==> src/rtl/gpu_pkg.sv <==
// Shared constants and types for the pixel-plot sink: screen geometry,
// colour width, plot entry layout and the clear sequencer state encoding.
package gpu_pkg;

  localparam int unsigned SCREEN_W = 320;
  localparam int unsigned SCREEN_H = 240;
  localparam int unsigned ADDR_W   = 17;
  localparam int unsigned COLOUR_W = 3;
  localparam int unsigned X_W      = 9;
  localparam int unsigned Y_W      = 8;
  localparam int unsigned PLOT_W   = X_W + Y_W + COLOUR_W;

  typedef enum logic [0:0] {
    ST_IDLE  = 1'b0,
    ST_CLEAR = 1'b1
  } state_e;

  typedef struct packed {
    logic [X_W-1:0]      x;
    logic [Y_W-1:0]      y;
    logic [COLOUR_W-1:0] colour;
  } plot_t;

endpackage

==> src/rtl/pixel_fifo.sv <==
// Small synchronous FIFO for queued plots; full/empty are registered so the
// sender-facing ready never depends combinationally on push or pop.
module pixel_fifo
  import gpu_pkg::*;
#(
  parameter int unsigned WIDTH = PLOT_W,
  parameter int unsigned DEPTH = 4
) (
  input  logic             clock,
  input  logic             rst,
  input  logic             push,
  input  logic             pop,
  input  logic [WIDTH-1:0] din,
  output logic [WIDTH-1:0] dout,
  output logic             full,
  output logic             empty
);

  localparam int unsigned AW = (DEPTH > 1) ? $clog2(DEPTH) : 1;

  logic [WIDTH-1:0] mem_q [DEPTH];
  logic [AW-1:0]    wr_ptr_q, wr_ptr_d;
  logic [AW-1:0]    rd_ptr_q, rd_ptr_d;
  logic [AW:0]      count_q, count_d;
  logic             full_q, full_d;
  logic             empty_q, empty_d;
  logic             do_push, do_pop;

  // Next pointer, occupancy and flag computation.
  always_comb begin
    do_push = push && !full_q;
    do_pop  = pop && !empty_q;
    if (do_push) begin
      wr_ptr_d = wr_ptr_q + AW'(1);
    end else begin
      wr_ptr_d = wr_ptr_q;
    end
    if (do_pop) begin
      rd_ptr_d = rd_ptr_q + AW'(1);
    end else begin
      rd_ptr_d = rd_ptr_q;
    end
    case ({do_push, do_pop})
      2'b10:   count_d = count_q + (AW+1)'(1);
      2'b01:   count_d = count_q - (AW+1)'(1);
      default: count_d = count_q;
    endcase
    full_d  = (count_d == (AW+1)'(DEPTH));
    empty_d = (count_d == (AW+1)'(0));
  end

  // Pointer, occupancy and flag registers.
  always_ff @(posedge clock or posedge rst) begin
    if (rst) begin
      wr_ptr_q <= AW'(0);
      rd_ptr_q <= AW'(0);
      count_q  <= (AW+1)'(0);
      full_q   <= 1'b0;
      empty_q  <= 1'b1;
    end else begin
      wr_ptr_q <= wr_ptr_d;
      rd_ptr_q <= rd_ptr_d;
      count_q  <= count_d;
      full_q   <= full_d;
      empty_q  <= empty_d;
    end
  end

  // Entry storage; contents are don't-care until written, so no reset.
  always_ff @(posedge clock) begin
    if (do_push) begin
      mem_q[wr_ptr_q] <= din;
    end
  end

  assign dout  = mem_q[rd_ptr_q];
  assign full  = full_q;
  assign empty = empty_q;

endmodule

==> src/rtl/pixel_plot_sink.sv <==
// Receives rasteriser plots, range-checks and queues them, and writes them to
// the framebuffer; a clear sequencer can sweep the whole screen with one colour.
module pixel_plot_sink
  import gpu_pkg::*;
#(
  parameter int unsigned FIFO_DEPTH = 4,
  parameter int unsigned SCREEN_W   = gpu_pkg::SCREEN_W,
  parameter int unsigned SCREEN_H   = gpu_pkg::SCREEN_H,
  parameter int unsigned ADDR_W     = gpu_pkg::ADDR_W
) (
  input  logic                clock,
  input  logic                rst,
  input  logic                plot,
  input  logic [X_W-1:0]      x,
  input  logic [Y_W-1:0]      y,
  input  logic [COLOUR_W-1:0] colour,
  output logic                ready,
  input  logic                clear,
  input  logic [COLOUR_W-1:0] clear_colour,
  output logic [ADDR_W-1:0]   mem_addr,
  output logic [COLOUR_W-1:0] mem_data,
  output logic                mem_we,
  output logic                busy,
  output logic [7:0]          drop_count
);

  localparam int unsigned         NUM_PIX   = SCREEN_W * SCREEN_H;
  localparam logic [ADDR_W-1:0]   LAST_ADDR = ADDR_W'(NUM_PIX - 1);
  localparam logic [X_W-1:0]      X_LIMIT   = X_W'(SCREEN_W);
  localparam logic [Y_W-1:0]      Y_LIMIT   = Y_W'(SCREEN_H);

  // y*320 + x without a multiplier.
  function automatic logic [ADDR_W-1:0] pixel_addr(input logic [X_W-1:0] px,
                                                   input logic [Y_W-1:0] py);
    logic [ADDR_W-1:0] yw;
    yw = ADDR_W'(py);
    return (yw << 4'd8) + (yw << 4'd6) + ADDR_W'(px);
  endfunction

  state_e              state_q, state_d;
  logic [ADDR_W-1:0]   clr_cnt_q, clr_cnt_d;
  logic [COLOUR_W-1:0] clr_colour_q, clr_colour_d;
  logic [ADDR_W-1:0]   mem_addr_q, mem_addr_d;
  logic [COLOUR_W-1:0] mem_data_q, mem_data_d;
  logic                mem_we_q, mem_we_d;
  logic [7:0]          drop_q, drop_d;

  plot_t fifo_din, fifo_dout;
  logic  fifo_push, fifo_pop, fifo_full, fifo_empty;
  logic  in_range, accept;

  assign in_range  = (x < X_LIMIT) && (y < Y_LIMIT);
  assign accept    = plot && !fifo_full;
  assign fifo_push = accept && in_range;
  assign fifo_din  = '{x: x, y: y, colour: colour};

  pixel_fifo #(
    .WIDTH (PLOT_W),
    .DEPTH (FIFO_DEPTH)
  ) u_fifo (
    .clock (clock),
    .rst   (rst),
    .push  (fifo_push),
    .pop   (fifo_pop),
    .din   (fifo_din),
    .dout  (fifo_dout),
    .full  (fifo_full),
    .empty (fifo_empty)
  );

  // Sequencer next state: clear sweep, FIFO drain and drop accounting.
  always_comb begin
    state_d      = state_q;
    clr_cnt_d    = clr_cnt_q;
    clr_colour_d = clr_colour_q;
    mem_addr_d   = mem_addr_q;
    mem_data_d   = mem_data_q;
    mem_we_d     = 1'b0;
    fifo_pop     = 1'b0;
    case (state_q)
      ST_IDLE: begin
        if (clear) begin
          state_d      = ST_CLEAR;
          clr_cnt_d    = {ADDR_W{1'b0}};
          clr_colour_d = clear_colour;
        end else if (!fifo_empty) begin
          fifo_pop   = 1'b1;
          mem_we_d   = 1'b1;
          mem_addr_d = pixel_addr(fifo_dout.x, fifo_dout.y);
          mem_data_d = fifo_dout.colour;
        end else begin
          mem_we_d = 1'b0;
        end
      end
      ST_CLEAR: begin
        // Further clear pulses are deliberately not looked at here.
        mem_we_d   = 1'b1;
        mem_addr_d = clr_cnt_q;
        mem_data_d = clr_colour_q;
        if (clr_cnt_q == LAST_ADDR) begin
          state_d   = ST_IDLE;
          clr_cnt_d = {ADDR_W{1'b0}};
        end else begin
          clr_cnt_d = clr_cnt_q + ADDR_W'(1);
        end
      end
      default: begin
        state_d   = ST_IDLE;
        clr_cnt_d = {ADDR_W{1'b0}};
        mem_we_d  = 1'b0;
      end
    endcase

    if (accept && !in_range) begin
      if (drop_q != 8'hFF) begin
        drop_d = drop_q + 8'd1;
      end else begin
        drop_d = drop_q;
      end
    end else begin
      drop_d = drop_q;
    end
  end

  // Sequencer state and registered framebuffer outputs.
  always_ff @(posedge clock or posedge rst) begin
    if (rst) begin
      state_q      <= ST_IDLE;
      clr_cnt_q    <= {ADDR_W{1'b0}};
      clr_colour_q <= {COLOUR_W{1'b0}};
      mem_addr_q   <= {ADDR_W{1'b0}};
      mem_data_q   <= {COLOUR_W{1'b0}};
      mem_we_q     <= 1'b0;
      drop_q       <= 8'd0;
    end else begin
      state_q      <= state_d;
      clr_cnt_q    <= clr_cnt_d;
      clr_colour_q <= clr_colour_d;
      mem_addr_q   <= mem_addr_d;
      mem_data_q   <= mem_data_d;
      mem_we_q     <= mem_we_d;
      drop_q       <= drop_d;
    end
  end

  assign ready      = !fifo_full;
  assign mem_addr   = mem_addr_q;
  assign mem_data   = mem_data_q;
  assign mem_we     = mem_we_q;
  assign drop_count = drop_q;
  assign busy       = (state_q == ST_CLEAR) || !fifo_empty || mem_we_q;

endmodule

==> config.mk <==
export PLATFORM = sky130hd
export DESIGN_NAME = pixel_plot_sink
export DESIGN_NICKNAME = d
export VERILOG_FILES = /design/src/rtl/gpu_pkg.sv /design/src/rtl/pixel_fifo.sv /design/src/rtl/pixel_plot_sink.sv
export SDC_FILE = /design/constraint.sdc
export NUM_CORES = 1
export LEC_CHECK = 0
export ABC_AREA = 1
export BUFFER_PORTS_ARGS = -buffer_cell sky130_fd_sc_hd__buf_2
export CAP_MARGIN = 20
export CORE_ASPECT_RATIO = 0.8
export CORE_MARGIN = 5
export CORE_UTILIZATION = 35
export CTS_BUF_LIST = sky130_fd_sc_hd__clkbuf_16
export DETAILED_ROUTE_END_ITERATION = 6
export GPL_TIMING_DRIVEN = 0
export HOLD_SLACK_MARGIN = 0.02
export PLACE_DENSITY = 0.6
export SLEW_MARGIN = 40
export SYNTH_ARGS = -nofsm -noshare
export SYNTH_HDL_FRONTEND = slang
export SYNTH_SLANG_ARGS = --single-unit
==> constraint.sdc <==
create_clock -name clock -period 9 [get_ports clock]
set_clock_uncertainty 0.15 [all_clocks]
set_input_delay 1.35 -clock clock [delete_from_list [all_inputs] [get_ports clock]]
set_output_delay 1.35 -clock clock [all_outputs]
set_load 0.05 [all_outputs]
==> results of run 1 <==
-- Yosys cell counts, drive strengths merged, types with 2 or more instances --
cell | number | area, sq um
or2 | 2 | 12.5
nand3 | 34 | 170
nand3b | 4 | 30.0
a32o | 2 | 20.0
edfxtp | 80 | 2400
inv | 60 | 225
o22ai | 18 | 113
ha | 22 | 275
o21bai | 3 | 22.5
a21oi | 9 | 45.0
a32oi | 2 | 17.5
nand4 | 7 | 43.8
dfrtp | 58 | 1450
o21ai | 55 | 279
xnor2 | 9 | 78.8
nand2 | 175 | 677
nor2 | 68 | 275
xor2 | 12 | 105
buf | 18 | 100
mux2 | 3 | 33.8
fa | 3 | 60.1
clkbuf | 3 | 11.3
-- metrics by stage --
stage / total power [mW] / hold WS (ns) / setup WS (ns)
floorplan: 0.946 / 0.299 / 5.75
global placement: 1.01 / 0.319 / 4.41
detailed placement: 1.03 / 0.321 / 4.82
CTS: 1.78 / 0.338 / 5.24
global route: 1.85 / 0.357 / 5.12
finish: 1.76 / 0.334 / 5.21
-- layout by cell type, fill, tap and decap left out, types with 5 or more instances in the layout --
cell type / synthesis / final
a21oi_1: 9 / 9
buf_2: 14 / 71
clkbuf_16: 0 / 17
dfrtp_1: 58 / 58
edfxtp_1: 80 / 80
ha_1: 22 / 22
inv_1: 56 / 55
nand2_1: 169 / 169
nand2_2: 5 / 5
nand3_1: 34 / 34
nand4_1: 7 / 7
nor2_1: 64 / 60
nor2_4: 2 / 6
o21ai_0: 52 / 52
o22ai_1: 18 / 18
xnor2_1: 9 / 9
xor2_1: 12 / 12
-- where the power goes --
part | switching [mW] | internal, mW
registers | 0.0308 | 0.743
logic | 0.167 | 0.0802
clock network | 0.296 | 0.446
total | 0.493 | 1.27
-- critical path, delay by kind of cell --
kind                     cells  cell delay, ns
AO/OA/AOI/OAI                2            0.76
adder cells (fa/ha/maj)      2            0.81
AND/OR/NAND/NOR              3            0.81
buffers and inverters        2            0.21
-- final timing paths --
check	startpoint	endpoint	slack [ns]	cells after the start
worst max-delay path	x[7]	u_fifo.full$_DFF_PP0_	5.21	9
worst min-delay path	mem_addr[7]$_DFFE_PP0P_	mem_addr[7]$_DFFE_PP0P_	0.33	2
worst max register to register	u_fifo.rd_ptr_q[0]$_DFFE_PP0P_	mem_addr[15]$_DFFE_PP0P_	5.57	13
worst min register to register	mem_addr[7]$_DFFE_PP0P_	mem_addr[7]$_DFFE_PP0P_	0.33	2
max in group asynchronous	rst	u_fifo.empty$_DFF_PP1_	7.43	3
min in group asynchronous	rst	drop_count[3]$_DFFE_PP0P_	0.73	2
-- metal layers --
metal	up-vias	track usage (%)	share of wire (%)
met5	-	0	0
met2	133	20.9	42
li1	2356	-	-
met3	18	4.72	5.7
met1	2270	22.7	51
met4	0	4.13	1.3
-- cells by family (layout without fill, tap and decap cells) --
family | after synthesis | after routing | share of synthesized area (%)
AOI/OAI and AO/OA | 91 | 91 | 7.89
xor gates and xnor gates | 21 | 21 | 2.83
adders and majority gates | 25 | 25 | 5.16
buffers and inverters | 81 | 175 | 5.18
DFF | 139 | 139 | 59.7
muxes | 3 | 3 | 0.519
and+or+nand+nor | 292 | 292 | 18.8
-- registers in the layout, indices dropped and copies added (netlist names) --
name             count
mem_we               1
u_fifo.empty         1
mem_data             3
u_fifo.rd_ptr_q      2
state_q              1
u_fifo.full          1
clr_cnt_q           17
mem_addr            17
clr_colour_q         3
u_fifo.wr_ptr_q      2
u_fifo.count_q       3
u_fifo.mem_q        80
drop_count           8
-- final cells by class --
class / instances / area, sq um
inverter: 60 / 228
clock inverter: 15 / 201
tap: 253 / 317
timing repair buffer: 62 / 390
multi-input combinational: 432 / 2320
sequential: 139 / 3880
clock buffer: 17 / 425
buffer: 21 / 111
fill: 1767 / 10400
==> results.yml, run 1 <==
cells_and_area:
  final_nets: 785
  area_growth_pct: 21.0
  antennaDiodeCount: 0
  fin_area_sq_mm: 0.00787
  final_core_util_pct: 43.2
  layout.cells.non_filler: 999
  drive_gt1_share_pct: 18.4
grt:
  overflow: 0
  grt_start_max_net_pins: 39
  grt_pass1_vias: 4655
  grt_usage_pct: 15.1
  antenna_found_initial: 0
  grt_pass1_wl_mm: 25.0
timing:
  finalHoldViolCount: 0
  fin_crit_ns: 3.79
  fin_crit_sh_pct: 42.1
  drv_slew: 0
  finalSetupTns_ns: 0
  relSlewSlack_pct: 57.6
  worstMarginPinSlew_ns: 0.630
  finalSetupViolCount: 0
  rsz0062_at_grt: "false"
  maxClockFrequency_mhz: 264
die:
  die-area_sq_mm: 0.0214
  initial_core_util_pct: 35.7
  ioPinCount: 58
  core-area_sq_mm: 0.0182
  rows: 44
  die_h_um: 132
  dieWidth_um: 162
synthesis:
  synth_edf_count: 80
  yosys_warnings: 0
  synthesis.area_sq_mm: 0.00650
  avgSynthCellArea_sq_um: 9.97
  ys_seq_area_share_pct: 59.7
  ys_ff_latch: 139
  ys.flop_type: "edfxtp_1"
  syn-instance-count: 652
  synth_cell_types: 37
  synth_nets: 704
  async_flop_share_pct: 42.4
critical_path:
  path_common_cell: "o21ai_0"
  crit_arrival_ns: 3.95
  worst_setup_path_end_kind: "register"
  worstSetupStartpointType: "input port"
  crit_type: "input port to register"
  cp_max_fo: 8
  crit_path_cell_trace: "buf_2, o21ai_0, nand3_1, ha_1, inv_1, fa_1, o21ai_0, or2_2, nor2_1"
  crit_path_max_incr_delay_ns: 0.60
  required_ns: 9.17
  slowest_stage: "nand3_1"
clocking:
  cts_resized: 0
  post_cts_buffers: 0
  cts_tree: "yes"
  root_buffer: "clkbuf_16"
  htree_levels: 4
  clkTransAtPathRegs_ns: 0.06
  cts_hold_buf: 0
  clk_latency_ns: 0.42
  cts_buffers: 17
  cts.sinks: 139
  clockBufferDepth: 2
route:
  route.vias.total: 4777
  routedWlPerCell_um: 15.5
  first_iter_violations: 449
  drt_wl_total_mm: 15.5
  firstDrtPassIters: 6
  vias_per_cell: 4.78
  final_antenna_net_count: 0
  route.detailed.drc: 0
placement:
  dp.cells: 967
  gp_congestion: 0.909
  hpwl_mm: 11.2
  placed_area_sq_mm: 0.00724
  port_buffers: 57
pwr:
  vdd_drop_max_mv: 0.180
  leakagePower_nw: 3.37
  power.density_mw_per_mm2: 224
outcome:
  status: "completed"
run:
  max_cap_viol_count: 0
hold_path:
  hold_class: "register to register"
No activity file was read; power rests on OpenSTA's default activity.
==> run 2, diff against run 1 <==
==> constraint.sdc (replaced) <==
create_clock -name clock -period 3.9 [get_ports clock]
set_clock_uncertainty 0.15 [all_clocks]
set_input_delay 0.585 -clock clock [delete_from_list [all_inputs] [get_ports clock]]
set_output_delay 0.585 -clock clock [all_outputs]
set_load 0.05 [all_outputs]
==> results.yml, run 2 (synthesized netlist as in run 1, its figures left out) <==
pwr:
  vdd_drop_max_mv: 0.415
  power_mw: 4.06
  leakagePower_nw: 3.37
  power.density_mw_per_mm2: 516
route:
  vias_per_cell: 4.75
  maxUsedRoutingLayer: "met4"
  routed-wl-met3_um: 894
  route.detailed.drc: 0
  first_iter_violations: 420
  firstDrtPassIters: 7
  routedWlPerCell_um: 15.4
  met2_wirelength_mm: 6.40
  final_antenna_net_count: 0
  drt_wl_total_mm: 15.4
  route.vias.total: 4753
  wl_met1_mm: 7.92
grt:
  grt_pass1_wl_mm: 25.0
  grt_start_max_net_pins: 39
  grt_pass1_vias: 4661
  grt_usage_pct: 15.1
  overflow: 0
  antenna_found_initial: 0
clocking:
  clk_latency_ns: 0.42
  clockBufferDepth: 2
  post_cts_buffers: 0
  cts_tree: "yes"
  root_buffer: "clkbuf_16"
  cts_buffers: 17
  clkTransAtPathRegs_ns: 0.06
  cts.sinks: 139
  htree_levels: 4
cells_and_area:
  mostFrequentLayoutCells: "169 x nand2_1, 80 x edfxtp_1, 71 x buf_2, 60 x nor2_1, 58 x dfrtp_1"
  antennaDiodeCount: 0
  drive_gt1_share_pct: 18.3
  top_register: "u_fifo.mem_q"
  multiInputGateArea_sq_mm: 0.00232
  final_nets: 786
  area_growth_pct: 21.2
  regArea_sq_mm: 0.00388
  final_common_cell: "nand2_1"
  fillers: 1766
  largest_reg_flops: 80
  final_core_util_pct: 43.2
placement:
  port_buffers: 57
  gp_congestion: 0.909
  hpwl_mm: 11.2
hold_path:
  hold_class: "input port to register"
  hp-start: "colour[1]"
  worstHoldEndpoint: "u_fifo.mem_q[1][1]$_DFFE_PP_"
  holdPathStages: 1
die:
  core-area_sq_mm: 0.0182
  initial_core_util_pct: 35.7
  ioPinCount: 58
  rows: 44
  dieWidth_um: 162
  die-area_sq_mm: 0.0214
  die_h_um: 132
run:
  max_cap_viol_count: 0
timing:
  hold-worst-slack_ns: 0.221
  finalSetupTns_ns: 0
  relSlewSlack_pct: 56.9
  maxClockFrequency_mhz: 292
  fin_crit_sh_pct: 87.7
  drv_slew: 0
  worstMarginPinSlew_ns: 0.640
  rsz0062_at_grt: "false"
  finalHoldViolCount: 0
  fin_crit_ns: 3.42
  finalSetupViolCount: 0
critical_path:
  ff2ff_path_depth: 13
  worst_setup_path_end_kind: "register"
  crit_arrival_ns: 3.57
  r2r_end: "mem_addr[15]$_DFFE_PP0P_"
  ff2ff_setup_slack_ns: 0.48
  crit_type: "register to register"
  worstSetupStartpointType: "register"
  required_ns: 4.05
  cp_max_fo: 10
  r2r_start: "u_fifo.rd_ptr_q[0]$_DFFE_PP0P_"
outcome:
  status: "completed"
-- run 2: worst max-delay path by stage --
stage | startpoint | end | slack, ns | cells after the start
2_1_floorplan | u_fifo.rd_ptr_q[1]$_DFFE_PP0P_ | mem_addr[15]$_DFFE_PP0P_ | 1.07 | 15
5_1_grt | u_fifo.rd_ptr_q[0]$_DFFE_PP0P_ | mem_addr[15]$_DFFE_PP0P_ | 0.30 | 13
3_5_place_dp | u_fifo.rd_ptr_q[0]$_DFFE_PP0P_ | mem_addr[15]$_DFFE_PP0P_ | 0.48 | 13
6_report | u_fifo.rd_ptr_q[0]$_DFFE_PP0P_ | mem_addr[15]$_DFFE_PP0P_ | 0.48 | 13
4_1_cts | u_fifo.rd_ptr_q[0]$_DFFE_PP0P_ | mem_addr[15]$_DFFE_PP0P_ | 0.47 | 13
3_3_place_gp | x[7] | u_fifo.mem_q[1][6]$_DFFE_PP_ | 0.08 | 4
-- run 2: worst max-delay path: stages (launching register included) --
cell,delay [ns]
dfrtp_1,0.43
clkbuf_1,0.47
a21oi_1,0.13
a32oi_1,0.36
inv_1,0.12
fa_1,0.55
inv_1,0.07
fa_1,0.48
nand3_1,0.11
nand3_1,0.14
nand2_1,0.10
nand3_1,0.06
nand2_1,0.06
nand3b_1,0.07
-- run 2: metal layers --
metal  vias to the layer above  GRT usage [%]
met5                         -              0
met4                         0           4.13
met3                        20           4.72
met1                      2243           22.7
li1                       2362              -
met2                       128           20.9
-- run 2: repair_timing --
item                                   in CTS  in global routing
resized for setup                           0                  0
hold buffers                                1                  0
endpoints found under the hold margin      21                  0
-- run 2: metrics by stage --
step           area, sq um  cells  worst slack [ns]
2_1_floorplan         6500    652              1.07
3_5_place_dp          7240    967             0.483
6_report              7880   1000             0.481
3_3_place_gp          7100    962            0.0770
4_1_cts               7880   1000             0.466
5_1_grt               7880   1000             0.297
-- run 2: power by group --
group	total, mW	internal, mW	switching (mW)
Sequential	1.79	1.71	0.0709
Clock	1.71	1.03	0.679
Combinational	0.570	0.186	0.384
-- run 2: area by class of cell --
type | instances | area share [%]
buffer | 21 | 1.41
clock buffer | 17 | 5.40
clock inverter | 15 | 2.56
inverter | 60 | 2.89
multi-input combinational | 432 | 29.4
sequential | 139 | 49.2
tap | 253 | 4.02
timing repair buffer | 63 | 5.08
